### config.mk
export PLATFORM = sky130hd
export DESIGN_NAME = timing_sequencer
export DESIGN_NICKNAME = d
export VERILOG_FILES = /design/src/rtl/seq_pkg.sv /design/src/rtl/int_latch.sv /design/src/rtl/timing_sequencer.sv
export SDC_FILE = /design/constraint.sdc
export NUM_CORES = 1
export LEC_CHECK = 0
export CAP_MARGIN = 20
export CORE_MARGIN = 4
export CORE_UTILIZATION = 33
export CTS_CLUSTER_SIZE = 30
export DETAILED_ROUTE_END_ITERATION = 12
export GPL_TIMING_DRIVEN = 0
export PLACE_DENSITY = 0.68
export SETUP_SLACK_MARGIN = 0.15
export SLEW_MARGIN = 25
export SYNTH_ARGS = -nofsm -noshare
export SYNTH_HDL_FRONTEND = slang
export SYNTH_HIERARCHICAL = 1
export SYNTH_SLANG_ARGS = --single-unit
### constraint.sdc
create_clock -name clk -period 2 [get_ports clk]
set_clock_uncertainty 0.1 [all_clocks]
set_input_delay 0.4 -clock clk [delete_from_list [all_inputs] [get_ports clk]]
set_output_delay 0.4 -clock clk [all_outputs]
set_load 0.01 [all_outputs]
### src/rtl/seq_pkg.sv
// Shared encodings for the timing sequencer: sequencer mode, latched interrupt kind
// and the T0 time-state constant.
package seq_pkg;

    typedef enum logic {
        MODE_ADDRESS     = 1'b0,
        MODE_INSTRUCTION = 1'b1
    } mode_t;

    typedef enum logic [1:0] {
        INT_NONE = 2'b00,
        INT_IRQ  = 2'b01,
        INT_NMI  = 2'b10
    } int_kind_t;

    localparam int T0 = 0;

    // Opcode-fetch cycle: first T-state of the addressing phase.
    function automatic logic is_sync(input mode_t m, input logic t_is_zero);
        return (m == MODE_ADDRESS) && t_is_zero;
    endfunction

endpackage

### src/rtl/int_latch.sv
// NMI falling-edge detector and pending latch. Runs regardless of the sequencer
// enable so an edge is never lost while the sequencer is stalled.
module int_latch (
    input  logic clk,
    input  logic nrst,
    input  logic nmi_n,
    input  logic consume,
    output logic pending
);

    logic nmi_q;
    logic nmi_edge;

    assign nmi_edge = nmi_q & ~nmi_n;

    always_ff @(posedge clk or negedge nrst) begin
        if (!nrst) begin
            nmi_q   <= 1'b1;
            pending <= 1'b0;
        end else begin
            nmi_q <= nmi_n;
            // A fresh edge in the consuming cycle must survive the clear.
            if (nmi_edge) begin
                pending <= 1'b1;
            end else if (consume) begin
                pending <= 1'b0;
            end
        end
    end

endmodule

### src/rtl/timing_sequencer.sv
// Instruction timing sequencer: tracks ADDRESS/INSTRUCTION mode and the T-state,
// latches the opcode/mode codes and injects interrupt-entry codes.
module timing_sequencer
    import seq_pkg::*;
#(
    parameter int                 INSTR_W   = 6,
    parameter int                 ADDR_W    = 4,
    parameter int                 T_MAX     = 6,
    parameter logic [INSTR_W-1:0] INT_INSTR = '1,
    parameter logic [ADDR_W-1:0]  INT_ADDR  = '0,
    localparam int                T_W       = $clog2(T_MAX + 1)
) (
    input  logic               clk,
    input  logic               nrst,
    input  logic               enable,
    input  logic               no_addressing,
    input  logic               end_addressing,
    input  logic               get_instruction,
    input  logic [INSTR_W-1:0] decoded_instr,
    input  logic [ADDR_W-1:0]  decoded_addr,
    input  logic               nmi_n,
    input  logic               irq_n,
    input  logic               irq_mask,
    output logic [INSTR_W-1:0] current_instr,
    output logic [ADDR_W-1:0]  current_addr,
    output logic [T_W-1:0]     time_state,
    output logic               mode,
    output logic               sync,
    output logic [1:0]         int_active,
    output logic               t_overflow
);

    localparam logic [T_W-1:0] T_ZERO = T_W'(T0);
    localparam logic [T_W-1:0] T_LAST = T_W'(T_MAX);

    mode_t              mode_q, mode_d;
    logic [T_W-1:0]     time_q, time_d;
    logic [INSTR_W-1:0] instr_q, instr_d;
    logic [ADDR_W-1:0]  addr_q, addr_d;
    int_kind_t          int_q, int_d;
    logic               ovf_q, ovf_d;

    logic nmi_pending;
    logic irq_pending;
    logic load;

    assign irq_pending = ~irq_n & ~irq_mask;
    assign load        = enable & get_instruction;

    int_latch u_int_latch (
        .clk     (clk),
        .nrst    (nrst),
        .nmi_n   (nmi_n),
        .consume (load),
        .pending (nmi_pending)
    );

    always_ff @(posedge clk or negedge nrst) begin
        if (!nrst) begin
            mode_q  <= MODE_ADDRESS;
            time_q  <= T_ZERO;
            instr_q <= '0;
            addr_q  <= '0;
            int_q   <= INT_NONE;
            ovf_q   <= 1'b0;
        end else begin
            mode_q  <= mode_d;
            time_q  <= time_d;
            instr_q <= instr_d;
            addr_q  <= addr_d;
            int_q   <= int_d;
            ovf_q   <= ovf_d;
        end
    end

    always_comb begin
        mode_d  = mode_q;
        time_d  = time_q;
        instr_d = instr_q;
        addr_d  = addr_q;
        int_d   = int_q;
        ovf_d   = ovf_q;

        if (enable) begin
            if (end_addressing | no_addressing) begin
                mode_d = MODE_INSTRUCTION;
                time_d = T_ZERO;
            end else if (get_instruction) begin
                mode_d = MODE_ADDRESS;
                time_d = T_ZERO;
            end else if (time_q == T_LAST) begin
                time_d = T_ZERO;
                ovf_d  = 1'b1;
            end else begin
                time_d = time_q + T_W'(1);
            end
        end

        // Code load is independent of which mode/time branch won above.
        if (load) begin
            if (nmi_pending) begin
                instr_d = INT_INSTR;
                addr_d  = INT_ADDR;
                int_d   = INT_NMI;
            end else if (irq_pending) begin
                instr_d = INT_INSTR;
                addr_d  = INT_ADDR;
                int_d   = INT_IRQ;
            end else begin
                instr_d = decoded_instr;
                addr_d  = decoded_addr;
                int_d   = INT_NONE;
            end
        end
    end

    assign current_instr = instr_q;
    assign current_addr  = addr_q;
    assign time_state    = time_q;
    assign mode          = mode_q;
    assign int_active    = int_q;
    assign t_overflow    = ovf_q;
    assign sync          = is_sync(mode_q, time_q == T_ZERO);

endmodule

# Yosys cells after proc, flatten, opt, wreduce, memory -nomap -nowiden
# Cells that the tools add are included.
[classes] add_sub_neg=1 eq_ne=1 n_mux=13 bitwise=10 reduce_logical=6
[ops] operator="2-to-1 mux 6 bit" count=2
[ops] operator="2-to-1 mux 3 bit" count=3
[ops] operator="2-to-1 mux 4 bit" count=2
[ops] operator="inverter 1 bit" count=6
[ops] operator="2-to-1 mux 1 bit" count=5
[ops] operator="AND reduction 4 bit" count=1
[ops] operator="nonzero test 2 bit" count=2
[ops] operator="adder 3 x 1 -> 3 bit (second input constant)" count=1
[ops] operator="bitwise AND 1 bit" count=3
[ops] operator="== test 3 bit (second input constant)" count=1
[ops] operator="zero test 3 bit" count=1
[ops] operator="2-to-1 mux 2 bit" count=1
[ops] operator="AND reduction 2 bit" count=1
[ops] operator="logical AND 1 bit" count=1
[ops] operator="OR 1 bit" count=1
[totals] register_bits=19 in_bits=19 output_inout_bits=18 elab_cells=39

# Logic depth before layout (Yosys ltp)
[depth] ltp_word=4 ltp_mapped=4 mapped_depth_nobuf=4

# Modules after synthesis
# The synthesis kept the hierarchy.
[by_module_without_submodules] module="timing_sequencer" n_inst=1 cells_per_inst=57 area_per_inst_um2=670.6
[by_module_without_submodules] module="int_latch" n_inst=1 cells_per_inst=5 area_per_inst_um2=71.3

# Worst setup path after synthesis
# OpenSTA, ideal clock, no wires.
[synth_timing] kind="register -> output" start="register time_q[1] (netlist: time_state[1])" end="output sync" arrival_time_ns=0.931 path_slack_ns=0.569 stages_incl_launch_ff=2 n_path_buf=0 cell_sequence="dfrtp_1 > nor4_1"
[synth_via] elab_chain_len=2
[synth_rtl] element="start, declared" line="timing_sequencer.sv:37" rtl="logic [T_W-1:0] time_q, time_d;"
[synth_rtl] element="start signal, assigned" line="timing_sequencer.sv:68" rtl="time_q <= time_d;"
[synth_rtl] element="zero test 3 bit" line="timing_sequencer.sv:123" rtl="assign sync = is_sync(mode_q, time_q == T_ZERO);"
[synth_rtl] element="logical AND 1 bit" line="seq_pkg.sv:20" rtl="return (m == MODE_ADDRESS) && t_is_zero;"
[synth_rtl] element="end, declared" line="timing_sequencer.sv:28" rtl="output logic sync,"
# Every way passes these cells.

# Final worst setup path
[layout_timing] start="register time_q[0] (netlist: time_state[0])" end="output time_state[0]"
[layout_rtl] element="end, declared" line="timing_sequencer.sv:26" rtl="output logic [T_W-1:0] time_state,"
# No word-level cell between the ends.

==> run metrics <==
#FFs+latches synth 19; Sw Ratio 25.7%; number of library cell types mapped by synthesis 19; Die Span Y 55.4 um; Main synth FF type dfrtp_1; H-tree depth 1; Area contributors post-synth dfrtp_1 (61%), o22a_1 (7.1%), a22o_1 (5.9%); Worst-Margin Slew 0.807 ns; CTS sink count 19; DR WL/cell 13.7 um; Clk pin slew, worst setup/hold paths 0.09 ns; clk_lat worst skew 0.29 ns; total gr overflow 0; Achievable Freq 561 MHz; Slowest cell on crit path clkdlybuf4s50_1; mux cell area share after synthesis 0%; Warnings, synthesis 6; Bufs and invs on worst path 1; EDFF count, synth 0; chip width 55.4 um; Syn Nets 81; Synth Area in Adders 0%; Longest Clk Path Bufs 2; clock share of power 21.4%; Initial Util 36.3%; ys async rst share 100%; Period minus WS final 1.78 ns; via count 641; post-DP HPWL 1.39 mm; Final setup viols 0; DRC viols 0; Layout Cells excl Fill 131; Psw 221 uW; RSZ-0062 raised after global routing true; die footprint 3070 um^2; Synth Area in Compound Gates 20.2%; Gate Count Post-Synth 62; Vias/cell 4.89; Port Buffers 36; status complete, no violations; fill count 196; FF-to-FF setup slack 0.64 ns; critical path class reg -> out; endpoints failing hold 0; largest net degree at the start of global routing 20; placed cell area 1140 um^2; vias in the first global route 693; most common cell in the netlist dfrtp_1; Register Area 480 um^2; Seq/Total Area, Yosys 64.2%; Comb pwr share 25.7%; fraction of post-synthesis cell area in the top cell type by area 60.7%; Cell Area, Synth 742 um^2; peak supply drop 591 uV; Pint 640 uW; main combinational cell family by area after synthesis compound AO/OA/AOI/OAI gates; NumNets Final 124; first-pass GRT wire length 3.11 mm; Syn Area/Cell 12.0 um^2; sequential share of power 52.9%; Root Buffer clkbuf_4; Crit Path Max Fanout 7; P_leak 0.490 nW; Setup crit start kind flip-flop; Area growth syn-to-layout 59.9%; core area 2040 um^2; layout cells sized above 1 13.5%; Yosys top cell by area dfrtp_1; antenna diode count 0; Slowest Stage Delay on Critical Path 0.56 ns; 1st-iter DRT viols 7; PwrDens 726 nW/um^2; CP Data Arrival Time 1.28 ns; area of the multi-input gates 251 um^2; # rows 16; initial antenna violation count 0; CTS tree built; MaxCap Viol Count 0; CTS Hold Bufs 0; Max Slew Vio Count 0; critical-path cell list clkdlybuf4s50_1; placed cells 125; total CTS buffers 3; WP data required 1.50 ns; Routed Wire Length 1.79 mm; post-synthesis xor/xnor area fraction 0%; Synth top cells by count dfrtp_1 (18), nand2_1 (9), o22a_1 (6), a22o_1 (5), o21ai_0 (4); GRT Total Usage 12.7%; Hold Crit Class reg -> reg; relative slew slack 46.0%; Design Area, Final 1190 um^2; final worst path period share 89.2%; GP Congestion 0.801; simple-gate area share of the yosys netlist 12.8%; DR pass1 iterations 4; cell family with most CP delay buffers and inverters; Post-DRT Antenna Nets 0; # IOs 37; Worst Setup End Kind primary output
==> routing by layer <==
metal	vias to the layer above	GRT usage, %	share of wire, %
li1	314	-	-
met1	304	14.8	44
met2	21	21.6	50
met3	2	4.66	4.7
met4	0	4.17	1.5
met5	-	0	0
==> area by class of cell <==
| type | count | area share [%] |
|---|---|---|
| buffer | 1 | 0.422 |
| clock buffer | 4 | 2.22 |
| inverter | 4 | 1.27 |
| multi-input combinational | 38 | 21.2 |
| sequential | 19 | 40.5 |
| tap | 27 | 2.85 |
| timing repair buffer | 38 | 31.5 |
==> state kept, by name, summed over array words and instances (netlist names) <==
name and count:
current_instr 6, t_overflow 1, current_addr 4, int_active 2
mode 1, u_int_latch/nmi_q 1, u_int_latch/pending 1, time_state 3
==> final timing paths <==
path / startpoint / to / depth (start not counted)
hold / removal: t_overflow$_DFFE_PN0P_ / t_overflow$_DFFE_PN0P_ / 1
min in group asynchronous: nrst / current_instr[0]$_DFFE_PN0P_ / 1
setup / recovery: time_state[0]$_DFFE_PN0P_ / time_state[0] / 1
hold reg to reg: t_overflow$_DFFE_PN0P_ / t_overflow$_DFFE_PN0P_ / 1
setup reg to reg: u_int_latch/pending$_DFFE_PN0P_ / current_instr[4]$_DFFE_PN0P_ / 3
max in group asynchronous: nrst / time_state[1]$_DFFE_PN0P_ / 1
==> logic make-up after synthesis <==
| logic type | count (synthesis) |
|---|---|
| AND/OR/NAND/NOR | 19 |
| flip-flops | 19 |
| AO/OA/AOI/OAI | 19 |
| buffers and inverters | 5 |
==> cell usage in the layout, fill, tap and decap left out <==
cell,instances
clkdlybuf4s50_1,35
dfrtp_1,15
nand2_1,9
o22a_1,6
a22o_1,5
o21ai_0,4
inv_1,3
clkbuf_4,3
dfrtp_2,3
nor3_1,2
nor2_1,2
a31oi_1,2
buf_4,2
nand2_4,1
clkinv_1,1
nor4_2,1
nor3b_1,1
a31o_2,1
or3_1,1
buf_2,1
nand4_1,1
nor4_1,1
clkbuf_1,1
dlygate4sd2_1,1
o22ai_2,1
dfstp_2,1
==> timing repair <==
item                                    CTS  global route
resized for setup                         2             3
endpoints found under the setup margin    2             4
pin swaps                                 0             0
buffers inserted                          0             2
==> worst register-to-register path, cell delays in order (launching register included) <==
cell and delay, ns:
dfrtp_1 0.43, or3_1 0.37, buf_2 0.16, o22a_1 0.19
==> power by group through the flow <==
| stage | Sequential, mW | Combinational (mW) | Clock [mW] |
|---|---|---|---|
| 3_5_place_dp | 0.464 | 0.206 | 0 |
| 6_report | 0.455 | 0.221 | 0.184 |
| 5_1_grt | 0.462 | 0.238 | 0.219 |
| 3_3_place_gp | 0.462 | 0.202 | 0 |
| 2_1_floorplan | 0.475 | 0.0535 | 0 |
| 4_1_cts | 0.458 | 0.204 | 0.193 |
==> stage by stage <==
step	total power, mW	utilization, %	setup slack [ns]	hold slack [ns]	setup TNS (ns)
finish	0.861	58.1	0.217	0.375	0
global route	0.919	58.1	0.147	0.395	0
CTS	0.855	56.9	0.154	0.382	0
detailed placement	0.669	55.6	-0.0780	0.359	-0.368
global placement	0.664	55.6	-0.0487	0.354	-0.256
floorplan	0.529	-	0.569	0.00441	0
Note: power is estimated with default switching activity, not from simulation.
